**src/rtl/dpram_read_streamer_pkg.sv**
```systemverilog
// Shared types for the DPRAM read streamer: controller state encoding and
// the width rule for the word-count input.
package dpram_read_streamer_pkg;

   typedef enum logic [1:0] {
      ST_IDLE  = 2'b00,
      ST_FETCH = 2'b01,
      ST_DRAIN = 2'b10
   } state_t;

   // LEN must represent 0..2^addr_width inclusive, hence one extra bit.
   function automatic int len_width(input int addr_width);
      return addr_width + 1;
   endfunction

endpackage

```
**src/rtl/dpram_rd_skid.sv**
```systemverilog
// Two-entry output buffer for the read streamer; head register drives the
// stream outputs directly so they stay stable while the consumer stalls.
module dpram_rd_skid
   import dpram_read_streamer_pkg::*;
#(
   parameter int dataWidth = 16
)
(
   input  logic                 CLK,
   input  logic                 RST,
   input  logic                 push,
   input  logic [dataWidth-1:0] push_data,
   input  logic                 push_last,
   input  logic                 pop,
   output logic [dataWidth-1:0] head_data,
   output logic                 head_last,
   output logic                 full,
   output logic                 empty
);

   logic [1:0]           count_r;
   logic [dataWidth-1:0] head_data_r;
   logic                 head_last_r;
   logic [dataWidth-1:0] tail_data_r;
   logic                 tail_last_r;

   // Occupancy and entry storage; simultaneous push/pop keeps the count.
   always_ff @(posedge CLK or posedge RST) begin
      if (RST) begin
         count_r     <= 2'd0;
         head_data_r <= {dataWidth{1'b0}};
         head_last_r <= 1'b0;
         tail_data_r <= {dataWidth{1'b0}};
         tail_last_r <= 1'b0;
      end else begin
         case (count_r)
            2'd0: begin
               if (push) begin
                  head_data_r <= push_data;
                  head_last_r <= push_last;
                  count_r     <= 2'd1;
               end
            end
            2'd1: begin
               if (push && pop) begin
                  head_data_r <= push_data;
                  head_last_r <= push_last;
               end else if (push) begin
                  tail_data_r <= push_data;
                  tail_last_r <= push_last;
                  count_r     <= 2'd2;
               end else if (pop) begin
                  count_r     <= 2'd0;
               end
            end
            2'd2: begin
               if (pop) begin
                  head_data_r <= tail_data_r;
                  head_last_r <= tail_last_r;
                  if (push) begin
                     tail_data_r <= push_data;
                     tail_last_r <= push_last;
                  end else begin
                     count_r <= 2'd1;
                  end
               end
            end
            default: count_r <= 2'd0;
         endcase
      end
   end

   assign head_data = head_data_r;
   assign head_last = head_last_r;
   assign full      = (count_r == 2'd2);
   assign empty     = (count_r == 2'd0);

endmodule

```
**src/rtl/dpram_read_streamer.sv**
```systemverilog
// Streams a contiguous (wrapping) region of an asynchronous-read RAM out
// through a valid/ready interface, one word per cycle when unstalled.
module dpram_read_streamer
   import dpram_read_streamer_pkg::*;
#(
   parameter int addrWidth = 5,
   parameter int dataWidth = 16
)
(
   input  logic                              CLK,
   input  logic                              RST,
   input  logic                              START,
   input  logic [addrWidth-1:0]              BASE,
   input  logic [len_width(addrWidth)-1:0]   LEN,
   output logic [addrWidth-1:0]              RADDR,
   input  logic [dataWidth-1:0]              RDATA,
   output logic                              OUT_VALID,
   input  logic                              OUT_READY,
   output logic [dataWidth-1:0]              OUT_DATA,
   output logic                              OUT_LAST,
   output logic                              BUSY,
   output logic                              DONE
);

   localparam int LenW = len_width(addrWidth);

   state_t              state_r;
   state_t              state_nxt_s;
   logic [addrWidth-1:0] raddr_r;
   logic [LenW-1:0]      rem_r;
   logic                 busy_r;
   logic                 done_r;
   logic                 start_acc_s;
   logic                 len_zero_s;
   logic                 push_s;
   logic                 pop_s;
   logic                 last_push_s;
   logic                 last_pop_s;
   logic                 full_s;
   logic                 empty_s;
   logic                 head_last_s;
   logic [dataWidth-1:0] head_data_s;

   // Handshake qualifiers: capture whenever the buffer has (or is making) room.
   always_comb begin
      start_acc_s = (state_r == ST_IDLE) && START;
      len_zero_s  = (LEN == {LenW{1'b0}});
      pop_s       = OUT_READY && !empty_s;
      push_s      = (state_r == ST_FETCH) && (!full_s || pop_s);
      last_push_s = push_s && (rem_r == LenW'(1));
      last_pop_s  = pop_s && head_last_s;
   end

   // Next-state logic.
   always_comb begin
      state_nxt_s = state_r;
      case (state_r)
         ST_IDLE: begin
            if (START && !len_zero_s) state_nxt_s = ST_FETCH;
            else                      state_nxt_s = ST_IDLE;
         end
         ST_FETCH: begin
            if (last_push_s) state_nxt_s = ST_DRAIN;
            else             state_nxt_s = ST_FETCH;
         end
         ST_DRAIN: begin
            if (last_pop_s) state_nxt_s = ST_IDLE;
            else            state_nxt_s = ST_DRAIN;
         end
         default: state_nxt_s = ST_IDLE;
      endcase
   end

   // State, address/count registers and status flags.
   always_ff @(posedge CLK or posedge RST) begin
      if (RST) begin
         state_r <= ST_IDLE;
         raddr_r <= {addrWidth{1'b0}};
         rem_r   <= {LenW{1'b0}};
         busy_r  <= 1'b0;
         done_r  <= 1'b0;
      end else begin
         state_r <= state_nxt_s;
         busy_r  <= (state_nxt_s != ST_IDLE);
         // A zero-length request completes without ever leaving IDLE.
         done_r  <= (start_acc_s && len_zero_s) ||
                    ((state_r == ST_DRAIN) && last_pop_s);
         if (start_acc_s) begin
            raddr_r <= BASE;
            rem_r   <= LEN;
         end else if (push_s) begin
            raddr_r <= raddr_r + addrWidth'(1);
            rem_r   <= rem_r - LenW'(1);
         end
      end
   end

   dpram_rd_skid #(
      .dataWidth (dataWidth)
   ) u_skid (
      .CLK       (CLK),
      .RST       (RST),
      .push      (push_s),
      .push_data (RDATA),
      .push_last (last_push_s),
      .pop       (pop_s),
      .head_data (head_data_s),
      .head_last (head_last_s),
      .full      (full_s),
      .empty     (empty_s)
   );

   assign RADDR     = raddr_r;
   assign OUT_VALID = !empty_s;
   assign OUT_DATA  = head_data_s;
   assign OUT_LAST  = head_last_s;
   assign BUSY      = busy_r;
   assign DONE      = done_r;

endmodule

```
**config.mk**
```make
export PLATFORM = sky130hd
export DESIGN_NAME = dpram_read_streamer
export DESIGN_NICKNAME = d
export VERILOG_FILES = /design/src/rtl/dpram_read_streamer_pkg.sv /design/src/rtl/dpram_rd_skid.sv /design/src/rtl/dpram_read_streamer.sv
export SDC_FILE = /design/constraint.sdc
export NUM_CORES = 1
export LEC_CHECK = 0
export CAP_MARGIN = 20
export CORE_MARGIN = 10
export CORE_UTILIZATION = 38
export CTS_CLUSTER_DIAMETER = 80
export DETAILED_ROUTE_END_ITERATION = 10
export SKIP_CTS_REPAIR_TIMING = 1
export SLEW_MARGIN = 10
export SYNTH_ARGS = -nofsm -noshare
export SYNTH_HDL_FRONTEND = slang
export SYNTH_SLANG_ARGS = --single-unit
```
**constraint.sdc**
```tcl
create_clock -name CLK -period 2.3 [get_ports CLK]
set_clock_uncertainty 0.05 [all_clocks]
set_input_delay 0.69 -clock CLK [delete_from_list [all_inputs] [get_ports CLK]]
set_output_delay 0.69 -clock CLK [all_outputs]
set_load 0.01 [all_outputs]
```
==> results by group <==
Outcome
  – Status: finished, final reports clean

GRT
  – Initial antenna violation count: 0
  – Total Routing Usage GR: 11.7%
  – First-pass GRT wire length: 9600 um
  – Grt total ovfl: 0
  – Largest net degree at the start of global routing: 52
  – Vias in the first global route: 1913

Clock tree
  – Root buffer cell: clkbuf_8
  – Clock Pin Slew Worst Setup and Hold Paths: 0.10 ns
  – TritonCTS clock tree: built
  – CTS max path bufs: 2
  – H-tree lvl count: 2
  – Clock Latency Late Sink: 0.31 ns
  – Cts bufs inserted: 5
  – CTS Sinks: 51

Route
  – Wirelength per Cell: 15.2 um
  – Max Used Layer: met4
  – WL met2: 2810 um
  – Number of nets with antenna violations after routing: 0
  – 1st-iter DRT viols: 59
  – Remaining DRCs: 0
  – Routed wire length: 5630 um
  – Drt via density: 4.99
  – M1 WL: 2470 um
  – Vias: 1852
  – Pre-Repair DR Iteration Count: 4
  – Routed length on met3: 262 um

Yosys
  – Syn Nets: 260
  – Syn_area_per_cell: 10.9 um2
  – Area leader, netlist: dfrtp_1
  – Mapped cell area: 0.00246 mm2
  – Synth top area share: 51.8%
  – Async set-reset flop share out of synthesis: 100%
  – Post-Synthesis Cells: 226
  – Top post-synthesis cells by area: dfrtp_1, mux2i_1, a21oi_1, nor2_1, mux2_1
  – Post-synth EDFFs: 0
  – Yosys warnings: 0
  – Sequential share of the synthesized area: 51.8%
  – Commonest register cell after synthesis: dfrtp_1
  – Cell variety after synth: 52
  – Synth Register Bits: 51

STA
  – Final worst-path setup slack: 0.229 ns
  – RSZ-0062 raised after global routing: no
  – Final Setup Violations: 0
  – Max Slew Vio Count: 0
  – Worst-margin pin slew: 0.542 ns
  – Fin crit share: 90.1%
  – Final Hold Viols: 0
  – Achievable Freq: 483 MHz
  – Worst rel slew slack: 63.7%
  – Fin crit period: 2.07 ns

Placed design
  – Post-DP HPWL: 4190 um
  – Routability congestion estimate: 0.798
  – Place WS: -0.0897 ns
  – Buffers on Ports: 55

Hold path
  – Worst hold path type: flop to flop

Floorplanning
  – Height of the die: 100 um
  – Die width: 100 um
  – Starting Density: 39.0%
  – Die area: 0.0101 mm2
  – Core ar.: 0.00631 mm2
  – Core Rows: 29
  – I/O Pins: 56

Layout
  – Final net count: 327
  – Syn-to-layout area delta: 34.5%
  – N_diodes: 0
  – Layout cell share with drive strength beyond 1: 15.3%

Job
  – Max-cap violation count: 0

Setup path
  – Crit path from: u_skid.head_last$_DFFE_PP0P_
  – Worst setup path end: OUT_LAST
  – CP max stage delay: 0.58 ns
  – Crit. path cell count: 1
  – Worst R2R Path Depth: 4
  – Worst-path cell chain: clkdlybuf4s50_1
  – Critical path's slowest cell: clkdlybuf4s50_1
  – CP Launch Type: flop
  – Crit. End Element: output pin
  – Largest delay share family, worst path: buffers and inverters
  – Crit Path Category: flop to output pin
  – Arr. time, crit path: 1.33 ns
  – R2R Path End: RADDR[4]$_DFFE_PP0P_
  – Reg2Reg Setup Slack: 0.53 ns
  – Data required time at the worst endpoint: 1.56 ns
  – WP buf/inv: 1
  – Critical path fanouts, max: 4
  – Worst r2r src: state_r[1]$_DFF_PP0_

Pwr
  – Overall Power: 4.56 mW
  – Max VDD drop: 0.575 mV
  – Leakage Power: 1.36 nW
  – Power per Cell Area: 1380 mW/mm2
state kept, by name, indices dropped and copies added (netlist names):
register and cells:
u_skid.tail_data_r 16, state_r 2, u_skid.count_r 2, rem_r 6, RADDR 5, u_skid.tail_last_r 1
u_skid.head_last 1, u_skid.head_data 16, BUSY 1, DONE 1
Yosys cell counts (all sizes together), types with 2 or more instances:
master and instances:
nor4 2, a211oi 2, o21a 2, nor3 2, nor3b 4, mux2 16, clkbuf 3, inv 6
a21o 2, buf 9, o21ai 10, nor2 28, nand2b 3, nand3 3, mux2i 16, dfrtp 51
or3b 2, a21oi 26, ha 3, nand3b 3, nand2 12
routing by layer:
| layer | GRT usage, % | vias up |
|---|---|---|
| met5 | 0 | - |
| met4 | 3.59 | 0 |
| met3 | 3.70 | 6 |
| met2 | 19.2 | 30 |
| met1 | 14.1 | 884 |
| li1 | - | 932 |
cells in the final DEF (no fill, tap or decap), types with 4 or more instances in the layout:
master and count:
clkdlybuf4s50_1 54, dfrtp_1 51, nor2_1 28, a21oi_1 26, mux2i_1 16, buf_4 13, nand2_1 11, mux2_1 8
mux2_2 8, o21ai_0 7, clkbuf_8 6, inv_1 5, buf_12 4
report_power, final:
group          total [mW]  switching [mW]  internal, mW
logic                2.35            1.11          1.25
clock network       0.557           0.311         0.246
registers            1.65           0.301          1.35
total                4.56            1.72          2.84
how the worst min path moves through the flow:
stage	to	start	cells past startpoint	slack, ns
floorplan	u_skid.tail_last_r$_DFFE_PP0P_	u_skid.tail_last_r$_DFFE_PP0P_	2	0.40
global placement	u_skid.tail_last_r$_DFFE_PP0P_	u_skid.tail_last_r$_DFFE_PP0P_	2	0.42
detailed placement	u_skid.tail_last_r$_DFFE_PP0P_	u_skid.tail_last_r$_DFFE_PP0P_	2	0.42
CTS	u_skid.tail_last_r$_DFFE_PP0P_	u_skid.tail_last_r$_DFFE_PP0P_	2	0.45
global route	u_skid.tail_data_r[0]$_DFFE_PP0P_	u_skid.tail_data_r[0]$_DFFE_PP0P_	1	0.47
finish	u_skid.tail_last_r$_DFFE_PP0P_	u_skid.tail_last_r$_DFFE_PP0P_	2	0.44
tightest hold or removal path, stage by stage, from the launching register on:
cell     delay (ns)
dfrtp_1        0.36
nand2_1        0.05
o21ai_0        0.06
cells by family (layout without fill, tap and decap cells):
| logic type | count (synthesis) | after routing | synth area share (%) |
|---|---|---|---|
| DFF | 51 | 51 | 51.8 |
| xor gates and xnor gates | 1 | 1 | 0.356 |
| muxes | 32 | 32 | 13.8 |
| buffers and inverters | 18 | 86 | 4.12 |
| AOI/OAI and AO/OA | 54 | 54 | 13.9 |
| adders and majority gates | 3 | 3 | 1.52 |
| and+or+nand+nor | 67 | 67 | 14.4 |
stage by stage:
stage | utilization (%) | hold slack [ns] | area (um2) | cells | setup TNS, ns
6_report | 52.5 | 0.442 | 3310 | 371 | 0
5_1_grt | 52.5 | 0.475 | 3310 | 371 | 0
4_1_cts | 52.4 | 0.447 | 3310 | 371 | 0
3_5_place_dp | 50.9 | 0.423 | 3210 | 363 | -0.614
3_3_place_gp | 50.9 | 0.417 | 3210 | 363 | -0.00493
2_1_floorplan | - | 0.399 | 2460 | 226 | 0
cell type report:
| class | count | area (um2) |
|---|---|---|
| Clock buffer | 6 | 82.6 |
| Clock inverter | 2 | 16.3 |
| Fill cell | 578 | 3000 |
| Inverter | 6 | 22.5 |
| Multi-Input combinational cell | 157 | 1090 |
| Sequential cell | 51 | 1280 |
| Tap cell | 77 | 96.3 |
| Timing Repair Buffer | 72 | 731 |
Note: power is estimated with default switching activity, not from simulation.
